==> config.mk <==
export PLATFORM = sky130hd
export DESIGN_NAME = uart_prog_loader
export DESIGN_NICKNAME = d
export VERILOG_FILES = /design/src/rtl/s86_pg_pkg.sv /design/src/rtl/uart_rx_core.sv /design/src/rtl/uart_prog_loader.sv
export SDC_FILE = /design/constraint.sdc
export NUM_CORES = 1
export LEC_CHECK = 0
export ABC_AREA = 1
export BUFFER_PORTS_ARGS = -buffer_cell sky130_fd_sc_hd__buf_2
export CORE_MARGIN = 3
export CORE_UTILIZATION = 45
export CTS_CLUSTER_DIAMETER = 120
export DETAILED_ROUTE_END_ITERATION = 16
export PLACE_DENSITY_LB_ADDON = 0.1
export SLEW_MARGIN = 30
export SYNTH_ARGS = -nofsm -noshare
export SYNTH_HDL_FRONTEND = slang
export SYNTH_HIERARCHICAL = 1
export SYNTH_SLANG_ARGS = --single-unit
==> constraint.sdc <==
create_clock -name clk_i -period 2.1 [get_ports clk_i]
set_input_delay 0.105 -clock clk_i [delete_from_list [all_inputs] [get_ports clk_i]]
set_output_delay 0.105 -clock clk_i [all_outputs]
set_load 0.05 [all_outputs]
==> src/rtl/s86_pg_pkg.sv <==
// rtl/s86_pg_pkg.sv - shared types and constants for the UART program loader
package s86_pg_pkg;

  typedef enum logic [2:0] {
    S_IDLE, S_CH, S_ADRL, S_ADRH, S_LENL, S_LENH, S_DATA, S_SUM
  } pg_state_e;

  typedef enum logic [1:0] {
    RX_IDLE, RX_START, RX_DATA, RX_STOP
  } rx_state_e;

  localparam logic [7:0] HDR_BYTE  = 8'hA5;
  localparam logic [1:0] ERR_FRAME = 2'd0;
  localparam logic [1:0] ERR_CHAN  = 2'd1;
  localparam logic [1:0] ERR_SUM   = 2'd2;
  localparam logic [1:0] ERR_TMO   = 2'd3;

endpackage

==> src/rtl/uart_rx_core.sv <==
// rtl/uart_rx_core.sv - 8N1 UART receiver with 2-FF synchroniser
module uart_rx_core
  import s86_pg_pkg::*;
#(
  parameter int CLK_HZ = 10_000_000,
  parameter int BAUD   = 115200
) (
  input  logic       clk_i,
  input  logic       rst_i,
  input  logic       en_i,
  input  logic       rx_i,
  output logic [7:0] byte_o,
  output logic       byte_vld_o,
  output logic       frame_err_o
);

  localparam int BIT_CYC = CLK_HZ / BAUD;
  localparam int HALF    = BIT_CYC / 2;
  localparam int CW      = $clog2(BIT_CYC + 1);

  rx_state_e     state_q;
  logic [1:0]    sync_q;
  logic          prev_q;
  logic [CW-1:0] cnt_q;
  logic [2:0]    bit_q;
  logic [7:0]    shift_q;

  always_ff @(posedge clk_i) begin
    if (rst_i) begin
      state_q     <= RX_IDLE;
      sync_q      <= 2'b11;
      prev_q      <= 1'b1;
      cnt_q       <= '0;
      bit_q       <= '0;
      shift_q     <= '0;
      byte_o      <= '0;
      byte_vld_o  <= 1'b0;
      frame_err_o <= 1'b0;
    end else begin
      sync_q      <= {sync_q[0], rx_i};
      prev_q      <= sync_q[1];
      byte_vld_o  <= 1'b0;
      frame_err_o <= 1'b0;
      if (!en_i) begin
        state_q <= RX_IDLE;
      end else begin
        case (state_q)
          RX_IDLE: if (prev_q && !sync_q[1]) begin
            state_q <= RX_START;
            cnt_q   <= CW'(HALF - 1);
          end
          RX_START: if (cnt_q != '0) begin
            cnt_q <= cnt_q - CW'(1);
          end else if (sync_q[1]) begin
            state_q <= RX_IDLE;  // glitch shorter than half a bit
          end else begin
            state_q <= RX_DATA;
            cnt_q   <= CW'(BIT_CYC - 1);
            bit_q   <= '0;
          end
          RX_DATA: if (cnt_q != '0) begin
            cnt_q <= cnt_q - CW'(1);
          end else begin
            shift_q <= {sync_q[1], shift_q[7:1]};
            cnt_q   <= CW'(BIT_CYC - 1);
            if (bit_q == 3'd7) state_q <= RX_STOP;
            else               bit_q   <= bit_q + 3'd1;
          end
          default: if (cnt_q != '0) begin
            cnt_q <= cnt_q - CW'(1);
          end else begin
            state_q <= RX_IDLE;
            if (sync_q[1]) begin
              byte_o     <= shift_q;
              byte_vld_o <= 1'b1;
            end else begin
              frame_err_o <= 1'b1;
            end
          end
        endcase
      end
    end
  end

endmodule

==> src/rtl/uart_prog_loader.sv <==
// rtl/uart_prog_loader.sv - framed UART downloader writing words into NCH target memories
module uart_prog_loader
  import s86_pg_pkg::*;
#(
  parameter int CLK_HZ      = 10_000_000,
  parameter int BAUD        = 115200,
  parameter int DATA_W      = 16,
  parameter int ADDR_W      = 16,
  parameter int NCH         = 2,
  parameter int TIMEOUT_CYC = 1_000_000
) (
  input  logic              clk_i,
  input  logic              rst_i,
  input  logic              en_i,
  input  logic              rx_i,
  output logic [NCH-1:0]    pg_wen_o,
  output logic [ADDR_W-1:0] pg_adr_o,
  output logic [DATA_W-1:0] pg_dat_o,
  output logic              pg_busy_o,
  output logic              pg_done_o,
  output logic              pg_err_o,
  output logic [1:0]        err_code_o
);

  localparam int BPW = DATA_W / 8;
  localparam int BW  = (BPW > 1) ? $clog2(BPW) : 1;

  logic [7:0] rx_byte;
  logic       rx_vld;
  logic       rx_ferr;

  uart_rx_core #(.CLK_HZ(CLK_HZ), .BAUD(BAUD)) u_rx (
    .clk_i      (clk_i),
    .rst_i      (rst_i),
    .en_i       (en_i),
    .rx_i       (rx_i),
    .byte_o     (rx_byte),
    .byte_vld_o (rx_vld),
    .frame_err_o(rx_ferr)
  );

  pg_state_e   state_q;
  logic [2:0]  ch_q;
  logic [7:0]  lo_q;
  logic [ADDR_W-1:0] adr_q;
  logic [15:0] len_q;
  logic [BW-1:0] bidx_q;
  logic [DATA_W-1:0] word_q, word_d;
  logic [7:0]  sum_q;
  logic [31:0] tmo_q;
  logic [15:0] hdr16;

  always_comb begin
    word_d = word_q;
    word_d[{bidx_q, 3'b000} +: 8] = rx_byte;
    hdr16 = {rx_byte, lo_q};
  end

  always_ff @(posedge clk_i) begin
    if (rst_i) begin
      state_q <= S_IDLE;
      ch_q <= '0; lo_q <= '0; adr_q <= '0; len_q <= '0;
      bidx_q <= '0; word_q <= '0; sum_q <= '0; tmo_q <= '0;
      pg_wen_o <= '0; pg_adr_o <= '0; pg_dat_o <= '0;
      pg_busy_o <= 1'b0; pg_done_o <= 1'b0; pg_err_o <= 1'b0; err_code_o <= '0;
    end else begin
      pg_wen_o <= '0;
      if (!en_i) begin
        state_q   <= S_IDLE;
        pg_busy_o <= 1'b0;
        pg_done_o <= 1'b0;
        pg_err_o  <= 1'b0;
        tmo_q     <= '0;
      end else if (state_q == S_IDLE) begin
        tmo_q <= '0;
        if (rx_vld && rx_byte == HDR_BYTE) begin
          state_q   <= S_CH;
          pg_busy_o <= 1'b1;
          pg_done_o <= 1'b0;
          pg_err_o  <= 1'b0;
          sum_q     <= '0;
          bidx_q    <= '0;
        end
      end else if (rx_ferr) begin
        state_q <= S_IDLE; pg_busy_o <= 1'b0; pg_err_o <= 1'b1; err_code_o <= ERR_FRAME;
      end else if (rx_vld) begin
        // a byte landing on the expiry cycle takes priority and restarts the timer
        tmo_q <= '0;
        sum_q <= sum_q + rx_byte;
        case (state_q)
          S_CH: if (rx_byte >= 8'(NCH)) begin
            state_q <= S_IDLE; pg_busy_o <= 1'b0; pg_err_o <= 1'b1; err_code_o <= ERR_CHAN;
          end else begin
            ch_q <= rx_byte[2:0]; state_q <= S_ADRL;
          end
          S_ADRL: begin lo_q <= rx_byte; state_q <= S_ADRH; end
          S_ADRH: begin adr_q <= hdr16[ADDR_W-1:0]; state_q <= S_LENL; end
          S_LENL: begin lo_q <= rx_byte; state_q <= S_LENH; end
          S_LENH: begin
            len_q   <= hdr16;
            bidx_q  <= '0;
            state_q <= (hdr16 == 16'd0) ? S_SUM : S_DATA;
          end
          S_DATA: begin
            word_q <= word_d;
            if (bidx_q == BW'(BPW - 1)) begin
              bidx_q   <= '0;
              pg_wen_o <= NCH'(1) << ch_q;
              pg_adr_o <= adr_q;
              pg_dat_o <= word_d;
              adr_q    <= adr_q + ADDR_W'(1);
              len_q    <= len_q - 16'd1;
              if (len_q == 16'd1) state_q <= S_SUM;
            end else begin
              bidx_q <= bidx_q + BW'(1);
            end
          end
          default: begin
            state_q   <= S_IDLE;
            pg_busy_o <= 1'b0;
            if (rx_byte == sum_q) begin
              pg_done_o <= 1'b1;
            end else begin
              pg_err_o <= 1'b1; err_code_o <= ERR_SUM;
            end
          end
        endcase
      end else if (tmo_q == 32'(TIMEOUT_CYC - 1)) begin
        state_q <= S_IDLE; pg_busy_o <= 1'b0; pg_err_o <= 1'b1; err_code_o <= ERR_TMO;
      end else begin
        tmo_q <= tmo_q + 32'd1;
      end
    end
  end

endmodule
# Word-level counts from Yosys, hierarchy flattened
# Cells that the tools add are included.
totals:
  ff_bits: 175
classes:
  n_eq_ne: 34
  muxes: 72
  shifts: 3
  add_sub_neg: 8
  n_bitwise: 9
  n_reduce_logical: 43
  magnitude_cmp: 1
ops:
  columns: ["op", "count"]
  rows:
  - ["$mux W32", 2]
  - ["$pmux W16 S2", 2]
  - ["$reduce_and A6 Y1", 6]
  - ["$mux W7", 5]
  - ["$mux W3", 11]
  - ["$add A32 B1 Y32 const B", 1]
  - ["$eq A32 B20 Y1 const B", 1]
  - ["$mux W16", 2]
  - ["$mux W8", 4]
  - ["$reduce_and A5 Y1", 6]
  - ["$mux W1", 25]
  - ["$mux W2", 12]
  - ["$pmux W7 S3", 1]
  - ["$ne A5 B5 Y1 const B", 4]
  - ["$reduce_and A4 Y1", 5]
  - ["$pmux W3 S6", 1]
  - ["$add A16 B1 Y16 const B", 1]
  - ["$bwmux W16", 1]
  - ["$eq A16 B1 Y1 const B", 1]
  - ["$logic_not A16 Y1", 1]
  - ["$shift A8 B6 Y16 const A", 1]
  - ["$shiftx A8 B6 Y16", 1]
  - ["$sub A16 B1 Y16 const B", 1]
  - ["$ne A2 B2 Y1 const B", 7]
  - ["37 further kinds", 68]

# Logic depth before layout (Yosys ltp)
logic_depth:
  depth_word: 7
  mapped_depth: 11
  ltp_nobuf: 11

# Cells and area by module
# The synthesis kept the hierarchy.
modules_own_cells:
  columns: ["module", "seq_area_each_um2", "instances", "cells_per_inst", "area_each_um2"]
  rows:
  - ["uart_prog_loader", 2682.6, 1, 1110, 7264.5]
  - ["uart_rx_core", 660.6, 1, 227, 1657.8]

# Least setup slack after synthesis
# OpenSTA, ideal clock, no wires.
synth_timing:
  path_kind: "reg-to-reg"
  start: "register tmo_q[0]"
  end: "register tmo_q[11]"
  setup_ns: 0.132
  slack_ns: 0.464
  required_ns: 1.968
  stages_incl_launch_ff: 12
  t_arrival_ns: 1.503
  synth_period_minus_slack_ns: 1.636
  path_buffers: 1
  path_cell_list: "dfxtp_1 -> ha_1 -> nand2_1 -> nor2_2 -> nand3_1 -> nor2_1 -> nand2_1 -> nand2_2 -> inv_2 -> buf_2 -> nand3_1 -> a21oi_1"
synth_via:
  elab_chain_cells: 3
  word_cells_on_any_way: 6
synth_rtl:
  columns: ["element", "line", "rtl"]
  rows:
  - ["from (decl)", "uart_prog_loader.sv:50", "logic [31:0] tmo_q;"]
  - ["from (signal assigned)", "uart_prog_loader.sv:131", "tmo_q <= tmo_q + 32'd1;"]
  - ["$add A32 B1 Y32 or $eq A32 B20 Y1 (tied branches)", "uart_prog_loader.sv:131, uart_prog_loader.sv:128", null]
  - ["$mux W32 or $ne A2 B1 Y1 (tied branches)", null, null]
  - ["$mux W32 or $reduce_and A2 Y1 (tied branches)", null, null]
# Parallel ways exist; a longest one is shown, timed or not. The select of a mux whose other input is x is not followed.
# A chain may end at the register's enable or synchronous reset.

==> results.py <==
metrics = {
    "synthesis": {
        "yosys.area_share.adder": 0.0275,
        "synthesis.nets": 1360,
        "synth_edf_count": 0,
        "async_flop_share": 0,
        "netlist_area_um2": 8920,
        "synth_xor_area_frac": 0.0157,
        "yosysSeqAreaShare": 0.375,
        "synth.mux.area_fraction": 0,
        "synth_compound_area_frac": 0.147,
        "synth_top_family_by_area": "simple AND/OR/NAND/NOR gates",
        "syn_avg_cell_area_um2": 6.67,
        "syn_inst": 1337,
        "yosysWarnings": 6,
        "synth-simple-area-share": 0.346,
        "ys_seq_elements": 167,
        "dominantRegCellSynth": "dfxtp_1",
        "synthDistinctLibCells": 46,
    },
    "grt": {
        "track_usage": 0.220,
        "grt_max_degree": 33,
        "antenna_found_initial": 0,
        "grt_pass1_wl_mm": 39.4,
        "overflow": 0,
        "grt_pass1_vias": 7887,
    },
    "worst_hold_path": {
        "min_to": "u_rx/shift_q[0]",
        "hold_start": "en_i",
        "hold_depth": 4,
        "hp-class": "input port to register",
    },
    "run": {
        "drv_cap": 0,
    },
    "critical_path": {
        "path_max_fanout": 5,
        "required_ps": 2420,
        "rr_startpoint": "tmo_q[0]",
        "worstSetupPathType": "register to register",
        "r2r_setup_slack_ps": 210,
        "critPathArrivalTime_ps": 2210,
        "cp-start-kind": "register",
        "cp-end-kind": "register",
        "timing.rr.end": "state_q[0]",
        "r2r_cells": 10,
    },
    "sta": {
        "max_freq_ghz": 0.530,
        "fin_crit_ps": 1890,
        "final-hold-violation-count": 0,
        "worst_pin_slew_ps": 523,
        "slew_violations": 0,
        "slew_headroom": 0.651,
        "rsz0062_at_grt": "true",
        "fin_setup_tns_ps": 0,
        "finalWorstSetupSlack_ps": 212,
        "finalSetupViolations": 0,
        "fin_crit_sh": 0.899,
        "skew_ps": 14.1,
    },
    "cts": {
        "cts_tree": "done",
        "clk_pin_slew_ps": 70,
        "htreeDepth": 4,
        "numCtsBuffers": 17,
        "cts.sinks": 167,
        "cts_buffer_depth": 2,
        "clk_latency_ps": 440,
        "root_buffer": "clkbuf_16",
    },
    "floorplanning": {
        "fp-row-count": 50,
        "coreArea_um2": 19100,
        "start_util": 0.468,
        "die_y_um": 147,
        "pin_count": 43,
        "fp.dieArea_um2": 21600,
        "fp.dieW_um": 147,
    },
    "final_layout": {
        "layout_commonest_cell": "nand2_1",
        "final_core_util": 0.527,
        "mostFrequentLayoutCells": "nand2_1 (321), dfxtp_1 (167), nor2_1 (162), inv_1 (130), nand3_1 (112)",
        "multi_input_area_um2": 4790,
        "num-fill-cells": 1942,
        "register_area_um2": 3340,
        "areaGrowthSynthToFinish_pct": 12.6,
        "antenna_cells": 0,
        "final_nets": 1410,
        "layout-drive-gt1-share": 0.118,
    },
    "drt": {
        "wl_met3_mm": 1.07,
        "viasPerCell": 5.17,
        "wl_per_cell_um": 14.0,
        "drt-total-wl_mm": 23.3,
        "wl_met1_mm": 11.7,
        "ant_nets": 0,
        "drc": 0,
        "drt_first_pass_iters": 8,
        "via_count": 8583,
        "top_layer_used": "met4",
        "wl_met2_mm": 10.3,
        "drt-initial-drc-count": 666,
    },
    "power_and_ir_drop": {
        "ir_drop_mv": 0.522,
        "p_leak_nw": 4.26,
        "p_per_area_nw_per_um2": 661,
        "finalPower_mw": 6.65,
    },
    "status": {
        "outcome": "finished, final reports clean",
    },
    "place": {
        "dp_hpwl_mm": 16.8,
        "port_buffers": 42,
        "place.gp.congestion": 0.881,
        "dp_slack_ps": 175,
    },
}
-- per-stage QoR --
step	std cells	hold WS [ps]	area [µm²]
after floorplan	1337	174	8920
after global placement	1626	291	9450
after detailed placement	1626	291	9450
after CTS	1660	147	10000
after global routing	1660	179	10100
final	1660	155	10100
-- cells in the mapped netlist (all sizes together) (18+ instances only) --
cell	n	area share
a21oi	111	0.065
buf	23	0.018
clkbuf	21	0.0090
dfxtp	167	0.37
ha	18	0.025
inv	142	0.060
nand2	336	0.15
nand3	116	0.069
nand4	30	0.021
nor2	178	0.085
nor3	26	0.015
o21ai	116	0.065
-- worst max-delay path, stage by stage (launching register included) --
cell     delay (ps)
dfxtp_1         370
ha_1            210
nand2_1         100
nor2_2          150
nand3_1          90
nor2_1          180
nand2_1         110
nand3_1         170
nand3_1         200
nor2_1          160
nor2_1           50
-- layout make-up --
| type | count | area share |
|---|---|---|
| flip-flops and latches | 167 | 0.333 |
| multi-input cells | 980 | 0.476 |
| clock inverters | 15 | 0.0149 |
| clock buffers | 17 | 0.0423 |
| inverters | 146 | 0.0555 |
| well taps | 260 | 0.0324 |
| repair buffers | 75 | 0.0461 |
-- worst max path at each step --
| stage | startpoint | end | slack [ps] | depth (start not counted) |
|---|---|---|---|---|
| global placement | tmo_q[0] | state_q[0] | 220 | 10 |
| CTS | tmo_q[0] | tmo_q[13] | 170 | 10 |
| floorplan | tmo_q[0] | tmo_q[11] | 460 | 11 |
| finish | tmo_q[0] | state_q[0] | 210 | 10 |
| global route | tmo_q[0] | state_q[2] | -20 | 11 |
| detailed placement | tmo_q[0] | tmo_q[13] | 180 | 10 |
-- where the power goes --
group	switching (mW)	total [mW]	internal (mW)
Sequential	0.0170	3.20	3.18
Clock	1.52	3.11	1.59
Combinational	0.238	0.339	0.102
Total	1.77	6.65	4.88
-- cells by family (layout without fill, tap and decap cells) --
family,after synthesis,in the layout
xor+xnor,16,16
flops,167,167
buf+inv,190,253
simple gates,697,697
fa+ha+maj,19,19
compound gates,248,248
-- repair_timing --
item,in CTS,in global routing
hold buffers,2,0
gates resized for setup,0,2
setup buffers,0,0
endpoints found under the hold margin,3,0
setup endpoints to repair,0,5
-- flip-flops by register name, indices dropped and copies added, names as in the netlist, 3 cells and up --
| name | cells |
|---|---|
| u_rx/cnt_q | 7 |
| ch_q | 3 |
| lo_q | 8 |
| len_q | 16 |
| sum_q | 8 |
| u_rx/bit_q | 3 |
| pg_dat_o | 16 |
| adr_q | 16 |
| word_q | 8 |
| state_q | 3 |
| tmo_q | 32 |
| u_rx/shift_q | 8 |
| pg_adr_o | 16 |
| u_rx/byte_o | 8 |
-- metal layers --
metal	GRT usage	vias up
met5	0	-
met4	0.0546	0
met3	0.0416	20
met2	0.340	159
met1	0.318	3931
li1	-	4473
Note: power is estimated with default switching activity, not from simulation.
